==> src/rtl/nios2_oci_trace_packer.sv <==
// Trace record packer: narrow OCI capture records are packed into buffer words,
// queued in a small FIFO and drained over valid/ready; test end flushes and drains.
module nios2_oci_trace_packer #(
  parameter  int REC_W      = 3,
  parameter  int RECS       = 10,
  parameter  int CNT_W      = 4,
  parameter  int FIFO_DEPTH = 4,
  localparam int BUF_W      = REC_W * RECS,
  localparam int LVL_W      = $clog2(FIFO_DEPTH) + 1
) (
  input  logic             clk,
  input  logic             reset,
  input  logic             rec_valid,
  input  logic [REC_W-1:0] rec_data,
  input  logic             test_ending,
  input  logic             out_ready,
  output logic [BUF_W-1:0] dct_buffer,
  output logic [CNT_W-1:0] dct_count,
  output logic             out_valid,
  output logic [BUF_W-1:0] out_data,
  output logic [CNT_W-1:0] out_count,
  output logic [LVL_W-1:0] fifo_level,
  output logic             overflow,
  output logic             test_has_ended
);

  // state   | meaning
  // S_RUN   | capturing records
  // S_FLUSH | one cycle: push any partial word
  // S_DRAIN | capture stopped, waiting for FIFO to empty
  // S_ENDED | done, sticky until reset
  typedef enum logic [1:0] {S_RUN, S_FLUSH, S_DRAIN, S_ENDED} state_t;

  localparam int PTR_W = $clog2(FIFO_DEPTH);

  state_t state, state_nxt;
  logic   capture_en, flush_en;

  logic             accept, word_done, push, pop, full, wr_en, drop;
  logic [BUF_W-1:0] buf_ins, push_data;
  logic [CNT_W-1:0] push_cnt;

  logic [BUF_W-1:0] mem_data [FIFO_DEPTH];
  logic [CNT_W-1:0] mem_cnt  [FIFO_DEPTH];
  logic [PTR_W-1:0] wr_ptr, rd_ptr;

  always_ff @(posedge clk or posedge reset) begin
    if (reset) state <= S_RUN;
    else       state <= state_nxt;
  end

  always_comb begin
    state_nxt = state;
    case (state)
      S_RUN:   if (test_ending) state_nxt = S_FLUSH;
      S_FLUSH: state_nxt = S_DRAIN;
      S_DRAIN: if (fifo_level == '0) state_nxt = S_ENDED;
      S_ENDED: state_nxt = S_ENDED;
      default: state_nxt = S_RUN;
    endcase
  end

  always_comb begin
    capture_en     = 1'b0;
    flush_en       = 1'b0;
    test_has_ended = 1'b0;
    case (state)
      S_RUN:   capture_en     = 1'b1;
      S_FLUSH: flush_en       = 1'b1;
      S_ENDED: test_has_ended = 1'b1;
      default: ;
    endcase
  end

  // rec_data is only sampled through accept, so idle-cycle garbage never lands in the buffer
  always_comb begin
    accept    = rec_valid & capture_en;
    word_done = accept && (dct_count == CNT_W'(RECS - 1));
    buf_ins   = dct_buffer;
    buf_ins[int'(dct_count) * REC_W +: REC_W] = rec_data;
    push      = word_done | (flush_en && (dct_count != '0));
    push_data = word_done ? buf_ins : dct_buffer;
    push_cnt  = word_done ? CNT_W'(RECS) : dct_count;
  end

  always_ff @(posedge clk or posedge reset) begin
    if (reset) begin
      dct_buffer <= '0;
      dct_count  <= '0;
    end else if (word_done || flush_en) begin
      dct_buffer <= '0;
      dct_count  <= '0;
    end else if (accept) begin
      dct_buffer <= buf_ins;
      dct_count  <= dct_count + CNT_W'(1);
    end
  end

  // A pop frees the head slot this cycle, so a push into a full FIFO still lands
  always_comb begin
    full      = (fifo_level == LVL_W'(FIFO_DEPTH));
    out_valid = (fifo_level != '0);
    pop       = out_valid & out_ready;
    wr_en     = push & (~full | pop);
    drop      = push & full & ~pop;
    out_data  = out_valid ? mem_data[rd_ptr] : '0;
    out_count = out_valid ? mem_cnt[rd_ptr]  : '0;
  end

  always_ff @(posedge clk) begin
    if (wr_en) begin
      mem_data[wr_ptr] <= push_data;
      mem_cnt[wr_ptr]  <= push_cnt;
    end
  end

  always_ff @(posedge clk or posedge reset) begin
    if (reset) begin
      wr_ptr     <= '0;
      rd_ptr     <= '0;
      fifo_level <= '0;
      overflow   <= 1'b0;
    end else begin
      if (wr_en) wr_ptr <= wr_ptr + PTR_W'(1);
      if (pop)   rd_ptr <= rd_ptr + PTR_W'(1);
      case ({wr_en, pop})
        2'b10:   fifo_level <= fifo_level + LVL_W'(1);
        2'b01:   fifo_level <= fifo_level - LVL_W'(1);
        default: ;
      endcase
      if (drop) overflow <= 1'b1;
    end
  end

endmodule

==> config.mk <==
export PLATFORM = sky130hd
export DESIGN_NAME = nios2_oci_trace_packer
export DESIGN_NICKNAME = d
export VERILOG_FILES = /design/src/rtl/nios2_oci_trace_packer.sv
export SDC_FILE = /design/constraint.sdc
export NUM_CORES = 1
export LEC_CHECK = 0
export CORE_AREA = 2 2 155 157
export CTS_BUF_LIST = sky130_fd_sc_hd__clkbuf_16
export DETAILED_ROUTE_END_ITERATION = 16
export DIE_AREA = 0 0 157 159
export HOLD_SLACK_MARGIN = 0.1
export PLACE_DENSITY_LB_ADDON = 0.05
export SLEW_MARGIN = 0
export SYNTH_ARGS = -nofsm -noshare
export SYNTH_HDL_FRONTEND = slang
export SYNTH_SLANG_ARGS = --single-unit
==> constraint.sdc <==
create_clock -name clk -period 3.15 [get_ports clk]
set_input_delay 0.315 -clock clk [delete_from_list [all_inputs] [get_ports clk]]
set_output_delay 0.315 -clock clk [all_outputs]
set_load 0.02 [all_outputs]
Word level (Yosys, flattened, before mapping) --
Memory sizes are Yosys's and may differ from the RTL's. Cells that the tools add are included.
Word-level totals: register bits after elaboration 44, RAM bits 136, output and inout bits 74, word-level logic and storage cells 64, memories kept 2
Memory list:
- mem_data | words 4, bits a word 30, rd ports 1, clocked after memory_dff 0, wr ports 1, RTL line 43 | logic [BUF_W-1:0] mem_data [FIFO_DEPTH];
- mem_cnt | words 4, bits a word 4, rd ports 1, clocked after memory_dff 0, wr ports 1, RTL line 44 | logic [CNT_W-1:0] mem_cnt [FIFO_DEPTH];
Cells by class: add/sub/neg operators 6, multipliers 1, eq/ne operators 9, shift-type cells 2, mux-type cells 18, bitwise operators 9, reduce and logical (&&, ||, !) cells 10
Operators with widths (number):
- two-way mux 30 bit | 4
- negation 6 -> 33 bit | 1
- variable shift 3 x 33 -> 30 bit, first input constant | 1
- indexed part select 3 x 33 -> 30 bit | 1
- bitwise mux 30 bit | 1
- two-way mux 4 bit | 4
- one-hot mux 2 bit (4 select lines) | 1
- equality test 2 bit, second input constant | 3
- multiplier 4 x 2 -> 6 bit, second input constant | 1
- one-hot mux 3 bit (2 select lines) | 1
- bitwise AND 1 bit | 5
- two-way mux 1 bit | 5
- adder 2 x 1 -> 2 bit, second input constant | 2
- adder 4 x 1 -> 4 bit, second input constant | 1
- equality test 2 x 1 -> 1 bit, second input constant | 2
- equality test 4 bit, second input constant | 1
- two-way mux 2 bit | 2
- inequality test 2 bit, second input constant | 2
- nonzero test 2 bit | 2
- nonzero test 4 bit | 1
- adder 3 x 1 -> 3 bit, second input constant | 1
- equality test 3 bit, second input constant | 1
- logical NOT 3 bit | 1
- nonzero test 3 bit | 1
- 7 further kinds | 10

Longest topological paths before layout --
Gate-level depths: netlist of the first run.
depth in word-level cells 8, mapped depth 10, mapped depth without buffers 9

Worst setup path before layout of the first run --
OpenSTA, ideal clock, no wires.
kind register to register, start register dct_count[1], end memory mem_cnt[2][0], enable pin, arrival 2589 ps, path slack 167 ps, cell stages (with the launch flop) 9, period minus slack after synthesis 2983 ps, path through dfrtp_1 -> buf_2 -> inv_1 -> ha_1 -> or3b_1 -> buf_2 -> a22oi_4 -> nor2_1 -> and2_1
On the way: longest elaborated chain between the ends 6
RTL lines:
- from (decl) | RTL line 18 | output logic [CNT_W-1:0] dct_count,
- from (signal assigned) | RTL line 95 | dct_count <= dct_count + CNT_W'(1);
- equality test 4 bit / nonzero test 4 bit (equally long branches) | RTL line 78, 81
- logical AND 1 bit (on tied branches) | RTL line 78, 81
- OR 1 bit * | RTL line 81 | push = word_done | (flush_en && (dct_count != '0));
- bitwise AND 1 bit * | RTL line 104 | wr_en = push & (~full | pop);
- two-way mux 1 bit * | RTL line 111 | if (wr_en) begin
- two-way mux 1 bit (not written as such) * | RTL line 113 | mem_cnt[wr_ptr] <= push_cnt;
- to (decl) | RTL line 44
Every way passes the cells marked *; elsewhere a longest branch is shown, timed or not.

Final worst setup path of the first run --
start register dct_count[1], end register fifo_level[2]
On the way: longest elaborated chain between the ends 6
RTL lines:
- equality test 4 bit / nonzero test 4 bit (equally long branches) | RTL line 78, 81
- logical AND 1 bit (on tied branches) | RTL line 78, 81
- OR 1 bit * | RTL line 81
- bitwise AND 1 bit * | RTL line 104
- equality test 2 x 1 -> 1 bit / equality test 2 bit (equally long branches) | RTL line 126 | case ({wr_en, pop})
- one-hot mux 3 bit (2 select lines) / nonzero test 2 bit (equally long branches)
- to (signal assigned) | RTL line 127 | 2'b10: fifo_level <= fifo_level + LVL_W'(1);
- to (signal assigned) | RTL line 128 | 2'b01: fifo_level <= fifo_level - LVL_W'(1);
- to (decl) | RTL line 22 | output logic [LVL_W-1:0] fifo_level,
Marked as above. A chain may end at the register's enable or synchronous reset.

==> results of run 1 <==
how the worst min path moves through the flow:
stage / startpoint / end / cells after the start
after detailed placement: overflow / overflow / 1
after global routing: overflow / overflow / 1
final: reset / wr_ptr[1] / 2
after global placement: overflow / overflow / 1
after CTS: test_ending / state[0] / 3
after floorplan: test_ending / state[0] / 2
critical path, delay by kind of cell, from the launching register on:
family,cells,cell delay [ns]
compound gates,3,0.40
buf+inv,1,0.19
fa+ha+maj,2,0.60
flops,1,0.53
simple gates,3,0.96
where the power goes:
group / leakage, uW / internal [uW] / switching (uW)
Sequential: 0.00164 / 2560 / 54.0
Combinational: 0.00130 / 952 / 1040
Clock: 0.000266 / 1030 / 951
through the flow:
stage | cells | hold slack, ns | instance area [sq um]
after detailed placement | 914 | 0.447 | 9300
after floorplan | 534 | 0.456 | 8050
final | 946 | 0.425 | 9850
after global placement | 914 | 0.455 | 9300
after CTS | 946 | 0.430 | 9850
after global routing | 946 | 0.478 | 9850
cell usage in the layout (no fill, tap or decap), drive strengths merged, types with 6 or more instances in the layout:
| cell type | Yosys | layout |
|---|---|---|
| a21oi | 7 | 7 |
| a22o | 6 | 6 |
| a32o | 9 | 9 |
| and2 | 8 | 8 |
| and3 | 6 | 6 |
| buf | 17 | 17 |
| clkbuf | 20 | 17 |
| clkdlybuf4s50 | 0 | 81 |
| dfrtp | 44 | 44 |
| edfxtp | 136 | 136 |
| ha | 8 | 8 |
| inv | 18 | 27 |
| mux2 | 14 | 14 |
| mux4 | 34 | 34 |
| nand2 | 27 | 27 |
| nand3 | 8 | 8 |
| nand4 | 18 | 18 |
| nor2 | 20 | 20 |
| nor2b | 43 | 43 |
| o211ai | 12 | 12 |
| o21ai | 12 | 12 |
| xnor2 | 6 | 6 |
layer usage:
metal / vias up / routed length, microns / track usage
met5: - / 0 / 0
met4: 0 / 173 / 0.0409
met3: 13 / 724 / 0.0313
met2: 99 / 9440 / 0.257
met1: 2516 / 8980 / 0.228
li1: 2218 / - / -
logic make-up after synthesis:
| kind of cell | count (synthesis) | share of synthesized area |
|---|---|---|
| compound gates | 75 | 0.0734 |
| xor+xnor | 7 | 0.00761 |
| fa+ha+maj | 9 | 0.0149 |
| buf+inv | 55 | 0.0294 |
| flops | 180 | 0.644 |
| mux | 53 | 0.121 |
| simple gates | 155 | 0.110 |
final cells by class:
cell class / instances / area (sq um) / share of cell area
Clock buffer: 17 / 425 / 0.0432
Clock inverter: 15 / 121 / 0.0123
Inverter: 18 / 67.6 / 0.00686
Multi-Input combinational cell: 299 / 2640 / 0.268
Sequential cell: 180 / 5190 / 0.527
Tap cell: 319 / 399 / 0.0405
Timing Repair Buffer: 98 / 1010 / 0.103
sequential cells by signal, indices dropped and copies added (netlist names):
name	count
mem_data	120
dct_buffer	30
mem_cnt	16
dct_count	4
fifo_level	3
rd_ptr	2
state	2
wr_ptr	2
overflow	1
==> metrics.yaml, run 1 <==
status: "finished, final reports clean"
timing_max_transition_violations_final: 0
ys_warn_count: 0
netlist_instances: 534
end_kind: "flip-flop"
maximum_number_of_pins_on_one_net_before_global_route_repair: 45
ranking_of_synthesized_cells_by_instance_count: "136 x edfxtp_1, 44 x dfrtp_1, 43 x nor2b_1, 34 x mux4_2, 27 x nand2_1"
post_drt_wl_per_cell_microns: 20.4
die_area_sq_um: 25000
fin_worst_skew_ns: 0.0136
syn2layout_area_growth_pct: 22.3
drt-total-wl_mm: 19.3
ys_top_cells_by_area: "edfxtp_1 51%, dfrtp_1 14%, mux4_2 9.5%"
report.final.hold_viol_count: 0
max_freq_mhz: 359
layout.nets: 631
post_cts_resized: 0
antenna_found_initial: 0
yosys_register_bits: 180
synth_flop_cell: "edfxtp_1"
r2r.worst_path.cells: 9
slew-limit-headroom: 0.330
clock_latency_reported_for_the_late_side_of_the_worst_skew_pair_ns: 0.43
fp.coreArea_sq_um: 23200
postRouteAntennaNets: 0
crit_chain: "inv_1 -> ha_1 -> nor3b_1 -> o22ai_2 -> nor2_1 -> fa_1 -> nor2b_1 -> a221o_1 -> o211ai_1"
max_slew.worst_pin.slew_ns: 1.00
first_global_vias: 4896
post-synth-top-area-cell: "edfxtp_1"
tritoncts: "yes"
synth-seq-area-share: 0.644
initial_core_util: 0.347
setup_viol: 0
power.density_nw_per_um2: 669
detail_route.vias_per_cell: 5.12
h_tree_levels: 4
final_layout_size_suffix_gt1_frac: 0.180
async_flop_share: 0.244
drtPass1Iterations: 4
critical_path_start: "dct_count[1]"
global_route.overflow_total: 0
drt_drc_violations_left: 0
peakVddDrop_uv: 403
maxCapViolations: 0
postSynthNetCount: 551
yosys.area.top_type_share: 0.507
max-clock-path-buffers: 2
gp_congestion: 0.804
place_hpwl_mm: 12.4
drt-initial-drc-count: 267
syn_area_sq_um: 8050
grt_pass1_wl_mm: 30.1
avgSynthCellArea_sq_um: 15.1
endpoint: "fifo_level[2]"
timing.setup.critical_path_class: "flip-flop to flip-flop"
cts.sink_count: 180
min_period_over_period: 0.885
worstHoldPathType: "input port to asynchronous set/reset pin"
vias: 4846
crit_arrival_ns: 3.10
power.total_uw: 6590
grt_setup_unrepaired: "no"
fp.dieW_microns: 157
synth_edf_count: 136
all_layer_gr_usage: 0.162
critPathRequiredTime_ns: 3.46
post_cts_buffers: 0
r2r_end: "fifo_level[2]"
pre_cts_slack_ns: 0.388
post_synth_num_cell_types: 61
timing.critical_path.from_type: "flip-flop"
floorplan.io_pins: 82
final_critical_path_setup_slack_ns: 0.361
fin_tns_setup_ns: 0
num_rows: 56
cts_root_buffer: "clkbuf_16"
cts-buffers-inserted: 17
timing.final.crit_period_ns: 2.79
yosysMostFrequentCell: "edfxtp_1"
regToRegStartpoint: "dct_count[1]"
cts_clk_pin_slew_worst_paths_ns: 0.07
finalCoreUtilization: 0.425
critical-path-slowest-cell: "nor3b_1"
port_buffers: 81
max_stage_delay_ns: 0.59
antennaDiodeCount: 0
chipHeight_microns: 159
worst-path-max-fanout: 12
cts-hold-fix-buffers: 0
leakage_uw: 0.00321
r2r_slack_ns: 0.36
fillers: 2109
(Power assumes the default switching activity.)
==> run 2: changes to the inputs <==
--- a/config.mk
+++ b/config.mk
@@ -5,6 +5,7 @@
 export SDC_FILE = /design/constraint.sdc
 export NUM_CORES = 1
 export LEC_CHECK = 0
+export ABC_CLOCK_PERIOD_IN_PS = 3150
 export CORE_AREA = 2 2 155 157
 export CTS_BUF_LIST = sky130_fd_sc_hd__clkbuf_16
 export DETAILED_ROUTE_END_ITERATION = 16
==> results of run 2 <==
Same layout as run 1: the final DEF is identical, and so are final timing and power.
